--- config.mk ---
export PLATFORM = sky130hd
export DESIGN_NAME = divu_hilo
export DESIGN_NICKNAME = d
export VERILOG_FILES = /design/src/rtl/divu_hilo.sv
export SDC_FILE = /design/constraint.sdc
export NUM_CORES = 1
export LEC_CHECK = 0
export ABC_AREA = 1
export CAP_MARGIN = 20
export CORE_UTILIZATION = 40
export CTS_BUF_LIST = sky130_fd_sc_hd__clkbuf_2 sky130_fd_sc_hd__clkbuf_4 sky130_fd_sc_hd__clkbuf_8
export DETAILED_ROUTE_END_ITERATION = 8
export PLACE_DENSITY = 0.75
export SYNTH_ARGS = -nofsm -noshare
export SYNTH_HDL_FRONTEND = slang
export SYNTH_SLANG_ARGS = --single-unit
--- constraint.sdc ---
create_clock -name clk -period 2.2 [get_ports clk]
set_clock_uncertainty 0.05 [all_clocks]
set_input_delay 0.44 -clock clk [delete_from_list [all_inputs] [get_ports clk]]
set_output_delay 0.44 -clock clk [all_outputs]
set_load 0.01 [all_outputs]
--- src/rtl/divu_hilo.sv ---
// divu_hilo: multi-cycle unsigned 32-bit divider feeding the Hi/Lo register pair.
// A rising edge on the DIVU function code starts a restoring divide that
// produces one quotient bit per clock. Hi receives the remainder and Lo
// receives the quotient, 33 cycles after the start edge.
module divu_hilo #(
    parameter logic [5:0] DIVU = 6'b011011
) (
    input  logic        clk,
    input  logic        reset,
    input  logic [31:0] dataA,
    input  logic [31:0] dataB,
    input  logic [5:0]  Signal,
    output logic [31:0] HiOut,
    output logic [31:0] LoOut,
    output logic        busy,
    output logic        done,
    output logic        div_by_zero
);

    typedef enum logic [1:0] {IDLE, RUN, DONE} state_t;

    state_t      state;
    state_t      next_state;
    logic [5:0]  prev_sig;   // Signal as seen on the previous edge, for edge detection
    logic [31:0] dividend;   // shifts out dividend bits and shifts in quotient bits
    logic [31:0] divisor;
    logic [32:0] rem;        // partial remainder
    logic [5:0]  count;

    logic        start;
    logic        last;
    logic [32:0] shifted;
    logic [32:0] diff;
    logic        q_bit;

    // A held DIVU code must not retrigger, so only its first cycle starts a divide.
    assign start = (state == IDLE) && (Signal == DIVU) && (prev_sig != DIVU);
    assign last  = (count == 6'd31);

    // One restoring step: shift in the next dividend bit and trial-subtract the divisor.
    // NOTE: every always_comb output gets a default first, so no path can infer a latch.
    always_comb begin
        shifted = {rem[31:0], dividend[31]};
        diff    = shifted - {1'b0, divisor};
        // The remainder stays below the divisor, so a borrow shows up in bit 32.
        q_bit   = ~diff[32];
    end

    // Next-state logic; DONE always lasts exactly one cycle.
    always_comb begin
        next_state = state;
        case (state)
            IDLE:    if (start) next_state = RUN;
            RUN:     if (last)  next_state = DONE;
            DONE:    next_state = IDLE;
            default: next_state = IDLE;
        endcase
    end

    // State register with synchronous reset; reset wins over a simultaneous start.
    // NOTE: sequential state uses non-blocking assignments so every register samples pre-edge values.
    always_ff @(posedge clk) begin
        if (reset) state <= IDLE;
        else       state <= next_state;
    end

    // Datapath: operand capture, iteration, and Hi/Lo/flag update at the last step.
    always_ff @(posedge clk) begin
        if (reset) begin
            prev_sig    <= '0;
            dividend    <= '0;
            divisor     <= '0;
            rem         <= '0;
            count       <= '0;
            HiOut       <= '0;
            LoOut       <= '0;
            busy        <= 1'b0;
            done        <= 1'b0;
            div_by_zero <= 1'b0;
        end else begin
            prev_sig <= Signal;
            done     <= 1'b0;
            case (state)
                IDLE: begin
                    if (start) begin
                        dividend <= dataA;
                        divisor  <= dataB;
                        rem      <= '0;
                        count    <= '0;
                        busy     <= 1'b1;
                    end
                end
                RUN: begin
                    rem      <= q_bit ? diff : shifted;
                    dividend <= {dividend[30:0], q_bit};
                    count    <= count + 6'd1;
                    if (last) begin
                        HiOut       <= q_bit ? diff[31:0] : shifted[31:0];
                        LoOut       <= {dividend[30:0], q_bit};
                        done        <= 1'b1;
                        busy        <= 1'b0;
                        div_by_zero <= (divisor == 32'd0);
                    end
                end
                default: ;
            endcase
        end
    end

endmodule

==> results of run 1 <==
metal layers:
layer	GRT usage, %	part of all wire (%)	up-vias
met1	30.6	45	4629
met4	7.66	2.9	0
met3	5.23	5.9	64
met2	42.5	46	305
met5	0	0	-
li1	-	-	5132
repair_timing:
action                     4_1_cts  5_1_grt
setup endpoints to repair       64       96
setup buffers                    5        7
pin swaps                        1       37
gates cloned                     1        6
resized for setup               24      114
how the worst max path moves through the flow:
stage / startpoint / endpoint / slack [ns] / cells past startpoint
6_report: dividend[31]$_SDFFE_PP0P_ / rem[29]$_SDFFE_PP0P_ / -0.24 / 19
2_1_floorplan: dividend[31]$_SDFFE_PP0P_ / HiOut[20]$_SDFFE_PP0P_ / 0.0002 / 20
3_3_place_gp: divisor[23]$_SDFFE_PP0P_ / HiOut[8]$_SDFFE_PP0P_ / -0.11 / 17
3_5_place_dp: dividend[31]$_SDFFE_PP0P_ / rem[2]$_SDFFE_PP0P_ / -0.19 / 18
5_1_grt: dividend[31]$_SDFFE_PP0P_ / rem[15]$_SDFFE_PP0P_ / -0.35 / 18
4_1_cts: dividend[31]$_SDFFE_PP0P_ / rem[2]$_SDFFE_PP0P_ / -0.12 / 18
flip-flops by register name, indices dropped and copies added, names as in the netlist:
| name | cells |
|---|---|
| HiOut | 32 |
| LoOut | 32 |
| busy | 1 |
| count | 6 |
| div_by_zero | 1 |
| dividend | 32 |
| divisor | 32 |
| done | 1 |
| prev_sig | 6 |
| rem | 32 |
| state | 2 |
layout by cell type (no fill, tap or decap), types with 3 or more instances in the layout:
master                            Yosys  layout
sky130_fd_sc_hd__dfxtp_2              0       3
sky130_fd_sc_hd__o21ai_0             35      35
sky130_fd_sc_hd__and2_1               4       3
sky130_fd_sc_hd__inv_1              230     228
sky130_fd_sc_hd__o21a_1              13      13
sky130_fd_sc_hd__a211oi_1             3       3
sky130_fd_sc_hd__buf_4                2     166
sky130_fd_sc_hd__nor2_2               6       4
sky130_fd_sc_hd__a21oi_2              5      10
sky130_fd_sc_hd__nand2_4              2      22
sky130_fd_sc_hd__inv_2                3       6
sky130_fd_sc_hd__nand3_1             69      56
sky130_fd_sc_hd__nor2_1              52      50
sky130_fd_sc_hd__buf_6                4       5
sky130_fd_sc_hd__buf_8                1       3
sky130_fd_sc_hd__nand3_2              0      11
sky130_fd_sc_hd__xnor2_1             13      12
sky130_fd_sc_hd__nand4_1             18      18
sky130_fd_sc_hd__dfxtp_1            177     174
sky130_fd_sc_hd__clkbuf_8             0      17
sky130_fd_sc_hd__buf_12               0       9
sky130_fd_sc_hd__a22o_1              30      30
sky130_fd_sc_hd__nand2_1            550     491
sky130_fd_sc_hd__clkdlybuf4s50_1      0     137
sky130_fd_sc_hd__a21oi_1             85      79
sky130_fd_sc_hd__a31oi_1             31      31
sky130_fd_sc_hd__nor4_1               3       3
sky130_fd_sc_hd__clkbuf_16            0       5
sky130_fd_sc_hd__inv_12               0       8
sky130_fd_sc_hd__ha_4                 0      12
sky130_fd_sc_hd__nor2_4               2       6
sky130_fd_sc_hd__ha_1                33      21
sky130_fd_sc_hd__nand2_2             22      59
power by group through the flow:
stage               registers (W)  clock network, W  logic, W
finish                    0.00325           0.00259   0.00347
global route              0.00325           0.00277   0.00374
CTS                       0.00325           0.00263   0.00259
detailed placement        0.00332                 0   0.00244
global placement          0.00332                 0   0.00240
floorplan                 0.00331                 0   0.00156
layout make-up:
cell class                 count  area [um2]
fill                        2158        9680
timing repair buffer         326        3030
multi-input combinational    987        5410
inverter                     236         886
clock buffer                  17         234
sequential                   177        3550
clock inverter                15         223
tap                          319         399
critical path, cell delays in order, from the launching register on:
cell and delay, ns:
sky130_fd_sc_hd__dfxtp_2 0.34, sky130_fd_sc_hd__inv_2 0.05, sky130_fd_sc_hd__ha_4 0.16, sky130_fd_sc_hd__fa_2 0.37, sky130_fd_sc_hd__inv_2 0.07, sky130_fd_sc_hd__nand2_2 0.05
sky130_fd_sc_hd__nand2_2 0.07, sky130_fd_sc_hd__nand3_2 0.06, sky130_fd_sc_hd__nand2_2 0.08, sky130_fd_sc_hd__nand2_2 0.07, sky130_fd_sc_hd__nand2_2 0.09, sky130_fd_sc_hd__nand2_4 0.09
sky130_fd_sc_hd__nand2_4 0.09, sky130_fd_sc_hd__nand2_4 0.07, sky130_fd_sc_hd__nand2_8 0.16, sky130_fd_sc_hd__clkbuf_16 0.18, sky130_fd_sc_hd__nand2_2 0.05, sky130_fd_sc_hd__nand2_2 0.07
sky130_fd_sc_hd__nand2_2 0.05, sky130_fd_sc_hd__a21oi_2 0.15
through the flow:
step                      cells  worst slack (ns)  cell area [um2]  total power, W  util, %
after global placement     2026            -0.109            12400         0.00572     53.1
after detailed placement   2026            -0.189            12400         0.00575     53.1
after CTS                  2064            -0.124            13000         0.00847     55.7
after global routing       2077            -0.348            13700         0.00976     58.7
after floorplan            1455          0.000203             9530         0.00487        -
final                      2077            -0.245            13700         0.00930     58.7
kinds of logic after synthesis:
logic type                 after synthesis
AOI/OAI and AO/OA                      207
xor gates and xnor gates                15
adders and majority gates               34
buffers and inverters                  291
DFF                                    177
and+or+nand+nor                        731
==> results.ini, run 1 <==
[run_status]
status = finished, violations left
violations = negative setup slack

[place]
post-dp-hpwl_um = 21600
gp_congestion = 0.951
io_port_bufs = 138

[sta]
tightestPinTransition_ns = 0.755
pins_over_slew_limit = 0
period_minus_slack_ns = 2.44
final.setup.tns_ns = -11.11
final.setup.worst_slack_ns = -0.245
hold_slack_ns = 0.269
fin_crit_sh_pct = 111
rsz0062_at_grt = true
fmax_mhz = 409
setup_viol = 66
finalHoldViolCount = 0
max-slew-margin-rel_pct = 49.2

[synth]
synth-main-ff-cell = sky130_fd_sc_hd__dfxtp_1
mappedNetlistNets = 1561
yosysTopAreaCellShare_pct = 37.2
combinational_family_with_the_most_area_after_synthesis = simple AND/OR/NAND/NOR gates
syn-mean-instance-area_um2 = 6.55
synth-adder-area-share_pct = 4.54
synth_compound_gate_area_share_pct = 13.3
synth_edf_count = 0
post_synth_main_area_contributors = sky130_fd_sc_hd__dfxtp_1 (37%), sky130_fd_sc_hd__nand2_1 (22%), sky130_fd_sc_hd__inv_1 (9.1%), sky130_fd_sc_hd__a21oi_1 (4.5%), sky130_fd_sc_hd__ha_1 (4.3%)
xor_xnor_cell_area_share_of_the_yosys_netlist_pct = 1.38
synthMostInstantiatedCell = sky130_fd_sc_hd__nand2_1
synthDistinctLibCells = 38
synth_top_cell_by_area = sky130_fd_sc_hd__dfxtp_1
post_synth_inst_count = 1455
mappedNetlistArea_mm2 = 0.00953
synth.ff_latch_count = 177
leading_cell_types_by_count_after_synthesis = sky130_fd_sc_hd__nand2_1 (550), sky130_fd_sc_hd__inv_1 (230), sky130_fd_sc_hd__dfxtp_1 (177), sky130_fd_sc_hd__a21oi_1 (85), sky130_fd_sc_hd__nand3_1 (69)
muxShareOfSynthArea_pct = 0
yosysWarnings = 0
synthSimpleGateAreaFrac_pct = 31.5
async_flop_share_pct = 0
synth-seq-area-share_pct = 37.2

[clock_tree]
clock_latency_ns = 0.50
cts.root.buffer_cell = sky130_fd_sc_hd__clkbuf_8
tritoncts = built
cts_sinks = 177
path_clk_slew_ns = 0.11
cts_made_buffers = 17
cts.hold.buffers_added = 0
number_of_levels_in_the_clock_h_tree = 4
cts_max_path_buffers = 2

[floorplanning]
initial_utilization_pct = 40.7
pin_count = 139
fp.dieArea_mm2 = 0.0244
row_count = 56
fp.coreArea_mm2 = 0.0234
die-width_um = 156
die-height_um = 156

[flow_run]
max_cap_violations = 0

[critical_path]
cp-start-kind = flop
reg2reg_to = rem[29]$_SDFFE_PP0P_
reg2reg_depth = 19
regToRegStartpoint = dividend[31]$_SDFFE_PP0P_
worst-r2r-setup-slack_ns = -0.24
worstSetupPathType = flop to flop
cp.required_ns = 2.57
cp.arrival_ns = 2.82
cp_max_fo = 8
crit_path_end_kind = flop

[finish]
final_layout_size_suffix_gt1_share_pct = 20.6
area_delta_synth_final_pct = 44.1
number_of_inserted_diodes = 0
nets = 1851

[grt]
first_pass_grt_wire_length_um = 47300
grt_antenna_before_repair = 0
largest_net_degree_at_the_start_of_global_routing = 57
grt.overflow.total = 0
grt_pass1_vias = 9739
grtUsageTotal_pct = 24.6

[power_and_ir_drop]
sequentialPowerShare_pct = 34.9
p_int_w = 0.00569
power_switching_w = 0.00362
power.share.clock_pct = 27.8
comb_power_share_pct = 37.3
vdd_ir_drop_max_mv = 0.471
p_per_area_mw_per_mm2 = 678
fraction_of_power_spent_switching_nets_pct = 38.9
standby_leakage_power_nw = 6.37

[route]
route.detailed.drc = 0
route.detailed.vias_per_inst = 4.88
wirelength_um = 30800
route.antenna.remaining_nets = 0
first_iter_violations = 776
routed-via-count = 10100
avgRoutedWirePerCell_um = 14.8
detail_route.first_pass.iterations = 5

[hold_path]
hp-start = reset
min_path_cells = 4
holdPathEnd = busy$_SDFFE_PP0P_
hold_path_class = primary input to flop

Note: power is estimated with default switching activity, not from simulation.
==> inputs of run 2 (changes only) <==
--- a/config.mk
+++ b/config.mk
@@ -10,7 +10,8 @@
 export CORE_UTILIZATION = 40
 export CTS_BUF_LIST = sky130_fd_sc_hd__clkbuf_2 sky130_fd_sc_hd__clkbuf_4 sky130_fd_sc_hd__clkbuf_8
 export DETAILED_ROUTE_END_ITERATION = 8
-export PLACE_DENSITY = 0.75
+export DONT_BUFFER_PORTS = 1
+export PLACE_DENSITY = 0.67
 export SYNTH_ARGS = -nofsm -noshare
 export SYNTH_HDL_FRONTEND = slang
 export SYNTH_SLANG_ARGS = --single-unit
==> run 2 against run 1 <==
  * The run ends with negative hold slack, negative setup slack left
  * Via count down 5.1%
  * Worst hold slack worse by 0.30 ns
  * Global-route usage down 0.63 points
  * Routed wire length down 3.9%
  * Final area down 8.7%
  * Die area unchanged
  * Critical path type unchanged
  * Largest power group is now sequential cells
  * Highest routed layer unchanged
==> results.ini, run 2 (synthesis results as in run 1) <==
[critical_path]
critPathSlowestCell = sky130_fd_sc_hd__dfxtp_1
worst-r2r-setup-slack_ns = -0.21
critPathCapture = rem[12]$_SDFFE_PP0P_
cp.required_ns = 2.55
cp.arrival_ns = 2.76
worstSetupStartpoint = divisor[23]$_SDFFE_PP0P_
cp_max_fo = 6
worstSetupPathType = flop to flop
timing.critical_path.buf_inv = 6
critical_path.cell_chain = inv_1 -> ha_4 -> nand2_1 -> nand2_1 -> inv_1 -> nand2_1 -> inv_1 -> nand2_1 -> a21oi_2 -> buf_6 -> nand2_8 -> nand2_8 -> nand2_8 -> buf_6 -> buf_12 -> nand2_4 -> nand3_2 -> a21oi_1
worstSetupPathDepth = 18
critical_path.max_stage_delay_ns = 0.33
reg2reg_depth = 18
critical_path.most_common_cell = sky130_fd_sc_hd__nand2_1
regToRegStartpoint = divisor[23]$_SDFFE_PP0P_
crit_path_end_kind = flop
critPathTopFamily = simple AND/OR/NAND/NOR gates
reg2reg_to = rem[12]$_SDFFE_PP0P_
cp-start-kind = flop

[sta]
final.setup.tns_ns = -7.17
rsz0062_at_grt = true
tightestPinTransition_ns = 0.621
hold_slack_ns = -0.0342
final.setup.worst_slack_ns = -0.211
setup_viol = 64
max-slew-margin-rel_pct = 58.2
fin_crit_sh_pct = 110
period_minus_slack_ns = 2.41
pins_over_slew_limit = 0
finalHoldViolCount = 10
fmax_mhz = 415

[route]
dr_wl_met2_um = 14100
avgRoutedWirePerCell_um = 15.2
route.detailed.drc = 0
wl_met3_um = 1950
route.antenna.remaining_nets = 0
routed-via-count = 9616
wirelength_um = 29600
route.detailed.vias_per_inst = 4.94
first_iter_violations = 646
detail_route.first_pass.iterations = 8
routed.top_layer = met4
route.layer.met1.wl_um = 13000

[floorplanning]
fp.dieArea_mm2 = 0.0244
pin_count = 139
fp.coreArea_mm2 = 0.0234
die-height_um = 156
initial_utilization_pct = 40.7
row_count = 56
die-width_um = 156

[clock_tree]
cts_sinks = 177
cts_max_path_buffers = 2
path_clk_slew_ns = 0.12
cts_made_buffers = 17
clock_latency_ns = 0.48
number_of_levels_in_the_clock_h_tree = 4
tritoncts = built
cts.root.buffer_cell = sky130_fd_sc_hd__clkbuf_8

[place]
total_placed_cells_including_tap_cells = 1884
io_port_bufs = 0
gp_congestion = 0.957
dpl_worst_slack_ns = -0.233
post-dp-hpwl_um = 20500

[power_and_ir_drop]
comb_power_share_pct = 36.1
standby_leakage_power_nw = 5.88
power_switching_w = 0.00348
fraction_of_power_spent_switching_nets_pct = 39.1
power.share.clock_pct = 27.5
vdd_ir_drop_max_mv = 0.411
p_int_w = 0.00542
p_per_area_mw_per_mm2 = 711
sequentialPowerShare_pct = 36.5

[run_status]
violations = negative hold slack, negative setup slack
status = finished, violations left

[finish]
most-common-layout-cells = sky130_fd_sc_hd__nand2_1 (493), sky130_fd_sc_hd__inv_1 (227), sky130_fd_sc_hd__dfxtp_1 (171)
area_delta_synth_final_pct = 31.5
final_common_cell = sky130_fd_sc_hd__nand2_1
number_of_inserted_diodes = 0
final_layout_size_suffix_gt1_share_pct = 23.7
nets = 1719
layoutNonFillerInstCount = 1945
final_util_pct = 53.5

[grt]
grt.overflow.total = 0
grt_antenna_before_repair = 0
grt_pass1_vias = 9399
first_pass_grt_wire_length_um = 46600
grtUsageTotal_pct = 24.0
largest_net_degree_at_the_start_of_global_routing = 77

[hold_path]
hold_path_class = primary input to flop

[flow_run]
max_cap_violations = 0

run 2: cell count changes in the layout (fill, tap and decap cells not counted), sizes merged:
cell	previous run	this run
dlygate4sd3	0	15
clkdlybuf4s50	137	0
buf	184	175
nand2	574	576
inv	247	241
clkbuf	22	18
clkinv	4	11
run 2: what timing repair did:
item,4_1_cts,5_1_grt
hold endpoints to repair,74,60
hold buffers,14,1
endpoints found under the setup margin,66,101
setup buffers,7,2
pin swaps,33,33
gates cloned,2,3
resized for setup,91,95
run 2: per-layer routing:
metal | vias to the layer above | global-route usage [%]
li1 | 4881 | -
met1 | 4437 | 29.7
met2 | 255 | 41.1
met3 | 43 | 6.20
met4 | 0 | 6.54
met5 | - | 0
run 2: final cells by class:
cell class	instances	area, um2
fillers	2266	10900
multi-input cells	989	5600
flip-flops and latches	177	3550
repair buffers	191	1630
inverters	236	891
well taps	319	399
clock buffers	17	234
clock inverters	15	218
repair inverters	1	5.00
run 2: worst min path at each step:
stage / startpoint / cells past startpoint / end / slack, ns
after floorplan: count[3]$_SDFFE_PP0P_ / 1 / count[3]$_SDFFE_PP0P_ / 0.38
after global placement: count[3]$_SDFFE_PP0P_ / 1 / count[3]$_SDFFE_PP0P_ / 0.40
after detailed placement: count[3]$_SDFFE_PP0P_ / 1 / count[3]$_SDFFE_PP0P_ / 0.41
after CTS: reset / 1 / dividend[10]$_SDFFE_PP0P_ / -0.07
after global routing: reset / 1 / rem[20]$_SDFFE_PP0P_ / -0.07
final: reset / 1 / dividend[0]$_SDFFE_PP0P_ / -0.03
run 2: worst register-to-register path: stages (launching register included):
cell and delay, ns:
sky130_fd_sc_hd__dfxtp_1 0.33, sky130_fd_sc_hd__inv_1 0.08, sky130_fd_sc_hd__ha_4 0.26, sky130_fd_sc_hd__nand2_1 0.08
sky130_fd_sc_hd__nand2_1 0.07, sky130_fd_sc_hd__inv_1 0.05, sky130_fd_sc_hd__nand2_1 0.10, sky130_fd_sc_hd__inv_1 0.07
sky130_fd_sc_hd__nand2_1 0.09, sky130_fd_sc_hd__a21oi_2 0.15, sky130_fd_sc_hd__buf_6 0.16, sky130_fd_sc_hd__nand2_8 0.08
sky130_fd_sc_hd__nand2_8 0.09, sky130_fd_sc_hd__nand2_8 0.10, sky130_fd_sc_hd__buf_6 0.14, sky130_fd_sc_hd__buf_12 0.14
sky130_fd_sc_hd__nand2_4 0.07, sky130_fd_sc_hd__nand3_2 0.05, sky130_fd_sc_hd__a21oi_1 0.19
run 2: power groups by stage:
| stage | registers, W | clock network (W) | logic [W] |
|---|---|---|---|
| 2_1_floorplan | 0.00331 | 0 | 0.00156 |
| 3_3_place_gp | 0.00332 | 0 | 0.00217 |
| 6_report | 0.00325 | 0.00245 | 0.00321 |
| 4_1_cts | 0.00325 | 0.00249 | 0.00270 |
| 3_5_place_dp | 0.00332 | 0 | 0.00219 |
| 5_1_grt | 0.00325 | 0.00264 | 0.00348 |
run 2: per-stage QoR:
| stage | hold slack [ns] | instance area [um2] | power, W |
|---|---|---|---|
| after floorplan | 0.381 | 9530 | 0.00487 |
| after global placement | 0.395 | 11000 | 0.00548 |
| after detailed placement | 0.406 | 11000 | 0.00551 |
| after CTS | -0.0699 | 12100 | 0.00844 |
| after global routing | -0.0678 | 12500 | 0.00937 |
| final | -0.0342 | 12500 | 0.00891 |
==> inputs of run 3 (changes only) <==
--- a/config.mk
+++ b/config.mk
@@ -7,6 +7,7 @@
 export LEC_CHECK = 0
 export ABC_AREA = 1
 export CAP_MARGIN = 20
+export CORE_MARGIN = 3
 export CORE_UTILIZATION = 40
 export CTS_BUF_LIST = sky130_fd_sc_hd__clkbuf_2 sky130_fd_sc_hd__clkbuf_4 sky130_fd_sc_hd__clkbuf_8
 export DETAILED_ROUTE_END_ITERATION = 8
==> run 3 against run 2 <==
  * The flow still finishes with violations (negative hold slack, negative setup slack)
  * Cell count is 1.4% lower
  * Final area barely moved
  * Via count is 0.79% lower
==> results.ini, run 3 (synthesis results as in run 1) <==
[grt]
largest_net_degree_at_the_start_of_global_routing = 77
grt.overflow.total = 0
first_pass_grt_wire_length_um = 46100
grt_pass1_vias = 9029
grtUsageTotal_pct = 22.1
grt_antenna_before_repair = 0

[route]
route.detailed.vias_per_inst = 4.98
detail_route.first_pass.iterations = 5
route.antenna.remaining_nets = 0
routed-via-count = 9540
avgRoutedWirePerCell_um = 15.6
wirelength_um = 29800
route.detailed.drc = 0
first_iter_violations = 707

[clock_tree]
number_of_levels_in_the_clock_h_tree = 4
tritoncts = built
cts.hold.buffers_added = 7
cts_made_buffers = 17
cts.root.buffer_cell = sky130_fd_sc_hd__clkbuf_8
cts_sinks = 177
cts_max_path_buffers = 2
path_clk_slew_ns = 0.11
clock_latency_ns = 0.48

[finish]
nets = 1697
final_layout_size_suffix_gt1_share_pct = 25.6
final_common_cell = sky130_fd_sc_hd__nand2_1
number_of_inserted_diodes = 0
final_util_pct = 54.4
area_delta_synth_final_pct = 31.5
layoutNonFillerInstCount = 1917
final.fill_count = 2214
regArea_mm2 = 0.00355
most-common-layout-cells = sky130_fd_sc_hd__nand2_1 (464), sky130_fd_sc_hd__inv_1 (224), sky130_fd_sc_hd__dfxtp_1 (175)
multi_input_area_mm2 = 0.00573

[place]
post-dp-hpwl_um = 20700
total_placed_cells_including_tap_cells = 1864
io_port_bufs = 0
dpl_worst_slack_ns = -0.138
gp_congestion = 0.913

[sta]
final.setup.tns_ns = -6.85
fin_crit_sh_pct = 108
rsz0062_at_grt = true
fmax_mhz = 420
final.setup.worst_slack_ns = -0.181
pins_over_slew_limit = 0
hold_slack_ns = -0.0212
tightestPinTransition_ns = 0.623
period_minus_slack_ns = 2.38
max-slew-margin-rel_pct = 58.5
setup_viol = 66
finalHoldViolCount = 35

[floorplanning]
die-width_um = 160
fp.dieArea_mm2 = 0.0257
pin_count = 139
fp.coreArea_mm2 = 0.0231
row_count = 55
die-height_um = 160
initial_utilization_pct = 41.3

[power_and_ir_drop]
sequentialPowerShare_pct = 35.0
p_int_w = 0.00569
power.share.clock_pct = 26.5
standby_leakage_power_nw = 5.84
vdd_ir_drop_max_mv = 0.471
fraction_of_power_spent_switching_nets_pct = 38.6
power_switching_w = 0.00358
p_per_area_mw_per_mm2 = 740
comb_power_share_pct = 38.5

[critical_path]
crit_path_end_kind = flop
worstSetupStartpoint = dividend[31]$_SDFFE_PP0P_
critical_path.cell_chain = inv_2 -> ha_4 -> fa_2 -> inv_2 -> nand2_1 -> nand2_1 -> nand3_2 -> nand2_2 -> nand2_2 -> nand2_4 -> nand2_4 -> nand2_4 -> nand2_4 -> nand2_8 -> clkbuf_16 -> nand2_2 -> nand2_2 -> nand2_2 -> a21oi_2
critical_path.most_common_cell = sky130_fd_sc_hd__nand2_2
regToRegStartpoint = dividend[31]$_SDFFE_PP0P_
cp-start-kind = flop
critical_path.max_stage_delay_ns = 0.37
timing.critical_path.buf_inv = 3
worst-r2r-setup-slack_ns = -0.18
cp.required_ns = 2.56
cp.arrival_ns = 2.75
worstSetupPathType = flop to flop
cp_max_fo = 6
critPathTopFamily = simple AND/OR/NAND/NOR gates
critPathSlowestCell = sky130_fd_sc_hd__fa_2

[flow_run]
max_cap_violations = 0

[hold_path]
hold_path_class = primary input to flop
hp-start = reset

[run_status]
violations = negative hold slack, negative setup slack
status = finished, violations left

run 3: cell count changes in the layout (fill, tap and decap cells not counted), moves of 5 or more:
| cell | previous run | this run |
|---|---|---|
| sky130_fd_sc_hd__dlygate4sd3_1 | 15 | 7 |
| sky130_fd_sc_hd__nand2_2 | 53 | 67 |
| sky130_fd_sc_hd__nand2_4 | 25 | 41 |
| sky130_fd_sc_hd__nand3_1 | 43 | 38 |
| sky130_fd_sc_hd__buf_6 | 8 | 2 |
| sky130_fd_sc_hd__buf_4 | 158 | 148 |
| sky130_fd_sc_hd__nand2_1 | 493 | 464 |
| sky130_fd_sc_hd__nand3_2 | 24 | 30 |
run 3: metrics by stage:
| stage | cell area [um2] | power [W] |
|---|---|---|
| final | 12500 | 0.00927 |
| after global placement | 10900 | 0.00552 |
| after detailed placement | 10900 | 0.00555 |
| after floorplan | 9530 | 0.00487 |
| after CTS | 11700 | 0.00836 |
| after global routing | 12500 | 0.00975 |
run 3: worst register-to-register path, stage by stage (launching register included):
cell and delay, ns:
sky130_fd_sc_hd__dfxtp_2 0.34, sky130_fd_sc_hd__inv_2 0.05, sky130_fd_sc_hd__ha_4 0.16, sky130_fd_sc_hd__fa_2 0.37
sky130_fd_sc_hd__inv_2 0.07, sky130_fd_sc_hd__nand2_1 0.04, sky130_fd_sc_hd__nand2_1 0.08, sky130_fd_sc_hd__nand3_2 0.07
sky130_fd_sc_hd__nand2_2 0.08, sky130_fd_sc_hd__nand2_2 0.06, sky130_fd_sc_hd__nand2_4 0.07, sky130_fd_sc_hd__nand2_4 0.07
sky130_fd_sc_hd__nand2_4 0.09, sky130_fd_sc_hd__nand2_4 0.07, sky130_fd_sc_hd__nand2_8 0.15, sky130_fd_sc_hd__clkbuf_16 0.17
sky130_fd_sc_hd__nand2_2 0.05, sky130_fd_sc_hd__nand2_2 0.07, sky130_fd_sc_hd__nand2_2 0.06, sky130_fd_sc_hd__a21oi_2 0.16
run 3: metal layers:
| layer | wire length (um) | part of all wire [%] | global-route usage (%) | vias up |
|---|---|---|---|---|
| li1 | - | - | - | 4828 |
| met2 | 14100 | 47 | 36.4 | 276 |
| met1 | 13000 | 44 | 28.5 | 4384 |
| met4 | 958 | 3.2 | 8.56 | 0 |
| met3 | 1780 | 6.0 | 4.44 | 52 |
| met5 | 0 | 0 | 0 | - |
run 3: what timing repair did:
| action | in CTS | in global routing |
|---|---|---|
| pin swaps | 2 | 56 |
| buffers inserted | 3 | 5 |
| gates cloned | 3 | 4 |
| endpoints found under the setup margin | 64 | 67 |
| gates resized for setup | 29 | 189 |
| hold endpoints to repair | 74 | 65 |
run 3: power groups by stage:
stage | Sequential, W | Combinational (W) | Clock [W]
after floorplan | 0.00331 | 0.00156 | 0
after global placement | 0.00332 | 0.00220 | 0
after detailed placement | 0.00332 | 0.00223 | 0
after CTS | 0.00325 | 0.00258 | 0.00253
after global routing | 0.00325 | 0.00385 | 0.00265
final | 0.00325 | 0.00356 | 0.00246
run 3: path summary, 6_finish.rpt:
path / endpoint / cells past startpoint
hold reg to reg: count[0]$_SDFFE_PP0P_ / 1
hold / removal: dividend[4]$_SDFFE_PP0P_ / 1
setup / recovery: rem[26]$_SDFFE_PP0P_ / 19
setup reg to reg: rem[26]$_SDFFE_PP0P_ / 19
run 3: area by class of cell:
cell class | count | share of cell area (%)
clock inverter | 15 | 1.68
tap | 313 | 3.13
clock buffer | 17 | 1.87
multi-input combinational | 987 | 45.7
timing repair buffer | 172 | 12.3
inverter | 236 | 7.07
sequential | 177 | 28.3
==> RTL edit (flow settings as in run 2) <==
Add an input register stage for `dataA`, `dataB` and `Signal`, cleared by the reset; this delays them by one clock.
--- a/src/rtl/divu_hilo.sv
+++ b/src/rtl/divu_hilo.sv
@@ -20,4 +20,20 @@
     typedef enum logic [1:0] {IDLE, RUN, DONE} state_t;
 
+    logic [31:0] dataA_q;
+    logic [31:0] dataB_q;
+    logic [5:0] Signal_q;
+
+    always_ff @(posedge clk) begin
+        if (reset) begin
+            dataA_q  <= '0;
+            dataB_q  <= '0;
+            Signal_q <= '0;
+        end else begin
+            dataA_q  <= dataA;
+            dataB_q  <= dataB;
+            Signal_q <= Signal;
+        end
+    end
+
     state_t      state;
     state_t      next_state;
@@ -35,5 +51,5 @@
 
     // A held DIVU code must not retrigger, so only its first cycle starts a divide.
-    assign start = (state == IDLE) && (Signal == DIVU) && (prev_sig != DIVU);
+    assign start = (state == IDLE) && (Signal_q == DIVU) && (prev_sig != DIVU);
     assign last  = (count == 6'd31);
 
@@ -79,11 +95,11 @@
             div_by_zero <= 1'b0;
         end else begin
-            prev_sig <= Signal;
+            prev_sig <= Signal_q;
             done     <= 1'b0;
             case (state)
                 IDLE: begin
                     if (start) begin
-                        dividend <= dataA;
-                        divisor  <= dataB;
+                        dividend <= dataA_q;
+                        divisor  <= dataB_q;
                         rem      <= '0;
                         count    <= '0;
Formal check against the unedited RTL: not equivalent (a bounded check fails within 4 cycles, from zero or initial values and one cycle with reset high).
==> RTL edit against run 2 <==
  * The flow finishes with violations (negative setup slack)
  * Core utilization rose by 3.2 points
  * Critical path type unchanged
  * Sequential cell count rose by 70
  * Synthesized cell count is 21% higher
  * Final area is 30% higher
  * Setup slack improved by 0.029 ns
  * Critical endpoint is now rem[31]
  * Synthesized area grew 23%
  * Routed wire length grew 19%
Power is not compared: it rests on default switching activity, and its combinational part moved more than twofold at a synthesized area within 25%.
==> RTL edit: results (changes against run 2) <==
status: "complete, but fails checks"  # unchanged
violations: "negative setup slack"  # was negative hold slack, negative setup slack
met3_usage_pct: 4.82  # was 6.20%
critPathArrivalTime_ns: 2.81  # was 2.76 ns
ys_top_cells_by_area: "dfxtp_1 42%, nand2_1 19%, inv_1 10%, nor2_1 3.9%, nand3_1 3.8%"  # was dfxtp_1 37%, nand2_1 22%, inv_1 9.1%, a21oi_1 4.5%, ha_1 4.3%
r2r_end: "rem[31]"  # was rem[12]
synth-compound-area-share_pct: 10.0  # was 13.3%
numCtsBuffers: 42  # was 17
dp_hpwl_mm: 21.3  # was 20.5 mm
drive_above_1_share_pct: 23.7  # about the same
grt_pass1_wl_mm: 53.3  # was 46.6 mm
synth_nets: 1861  # was 1561
use_met2_pct: 38.8  # was 41.1%
fin_nets: 2110  # was 1719
clockBufferDepth: 3  # was 2
slowest_delay_ns: 0.35  # was 0.33 ns
placedInstanceArea_sq_um: 13200  # was 11000 sq um
p_total_mw: 9.80
synth-adder-area-share_pct: 3.69  # was 4.54%
drt-met1-wl_mm: 15.0  # was 13.0 mm
wl_mm: 35.3  # was 29.6 mm
hold_path_depth: 2  # was 1
fillers: 2666  # was 2266
ctsHtreeMaxLevel: 2  # was 4
holdWs_ns: 0.120  # was -0.0342 ns
grt_usage_pct: 21.4  # was 24.0%
synth_xor_area_share_pct: 1.12  # was 1.38%
place_congestion: 0.864  # was 0.957
fin_ws_ns: -0.182  # was -0.211 ns
viasPerCell: 4.76  # was 4.94
cp_slowest_cell: "fa_2"  # was dfxtp_1
synth_cells: 1755  # was 1455
whs_endpoint: "state[1]"  # was dividend[0]
setup_viol: 66  # was 64
drtPass1Iterations: 5  # was 8
-- RTL edit: changes by cell type in the layout (fill, tap and decap cells not counted), sizes merged, moves of 12 or more --
cell,run 2,this run
o21a,13,25
nor2,60,128
inv,241,320
dfxtp,177,247
dlygate4sd3,15,75
nand3,69,90
buf,175,189
clkbuf,18,71
nand2,576,620
a22o,30,0
-- RTL edit: cell type report --
class,count,area share (%)
Multi-Input combinational cell,1117,37.7
Sequential cell,247,30.3
Timing Repair Buffer,275,16.1
Inverter,321,7.41
Clock buffer,60,4.56
Tap cell,384,2.94
Clock inverter,12,0.965
-- RTL edit: cell families (layout without fill, tap and decap cells) --
| kind of cell | Yosys count | after routing |
|---|---|---|
| AND/OR/NAND/NOR | 864 | 864 |
| AO/OA/AOI/OAI | 204 | 204 |
| buffers and inverters | 391 | 668 |
| adder cells (fa/ha/maj) | 34 | 34 |
| XOR/XNOR | 15 | 15 |
| flip-flops | 247 | 247 |
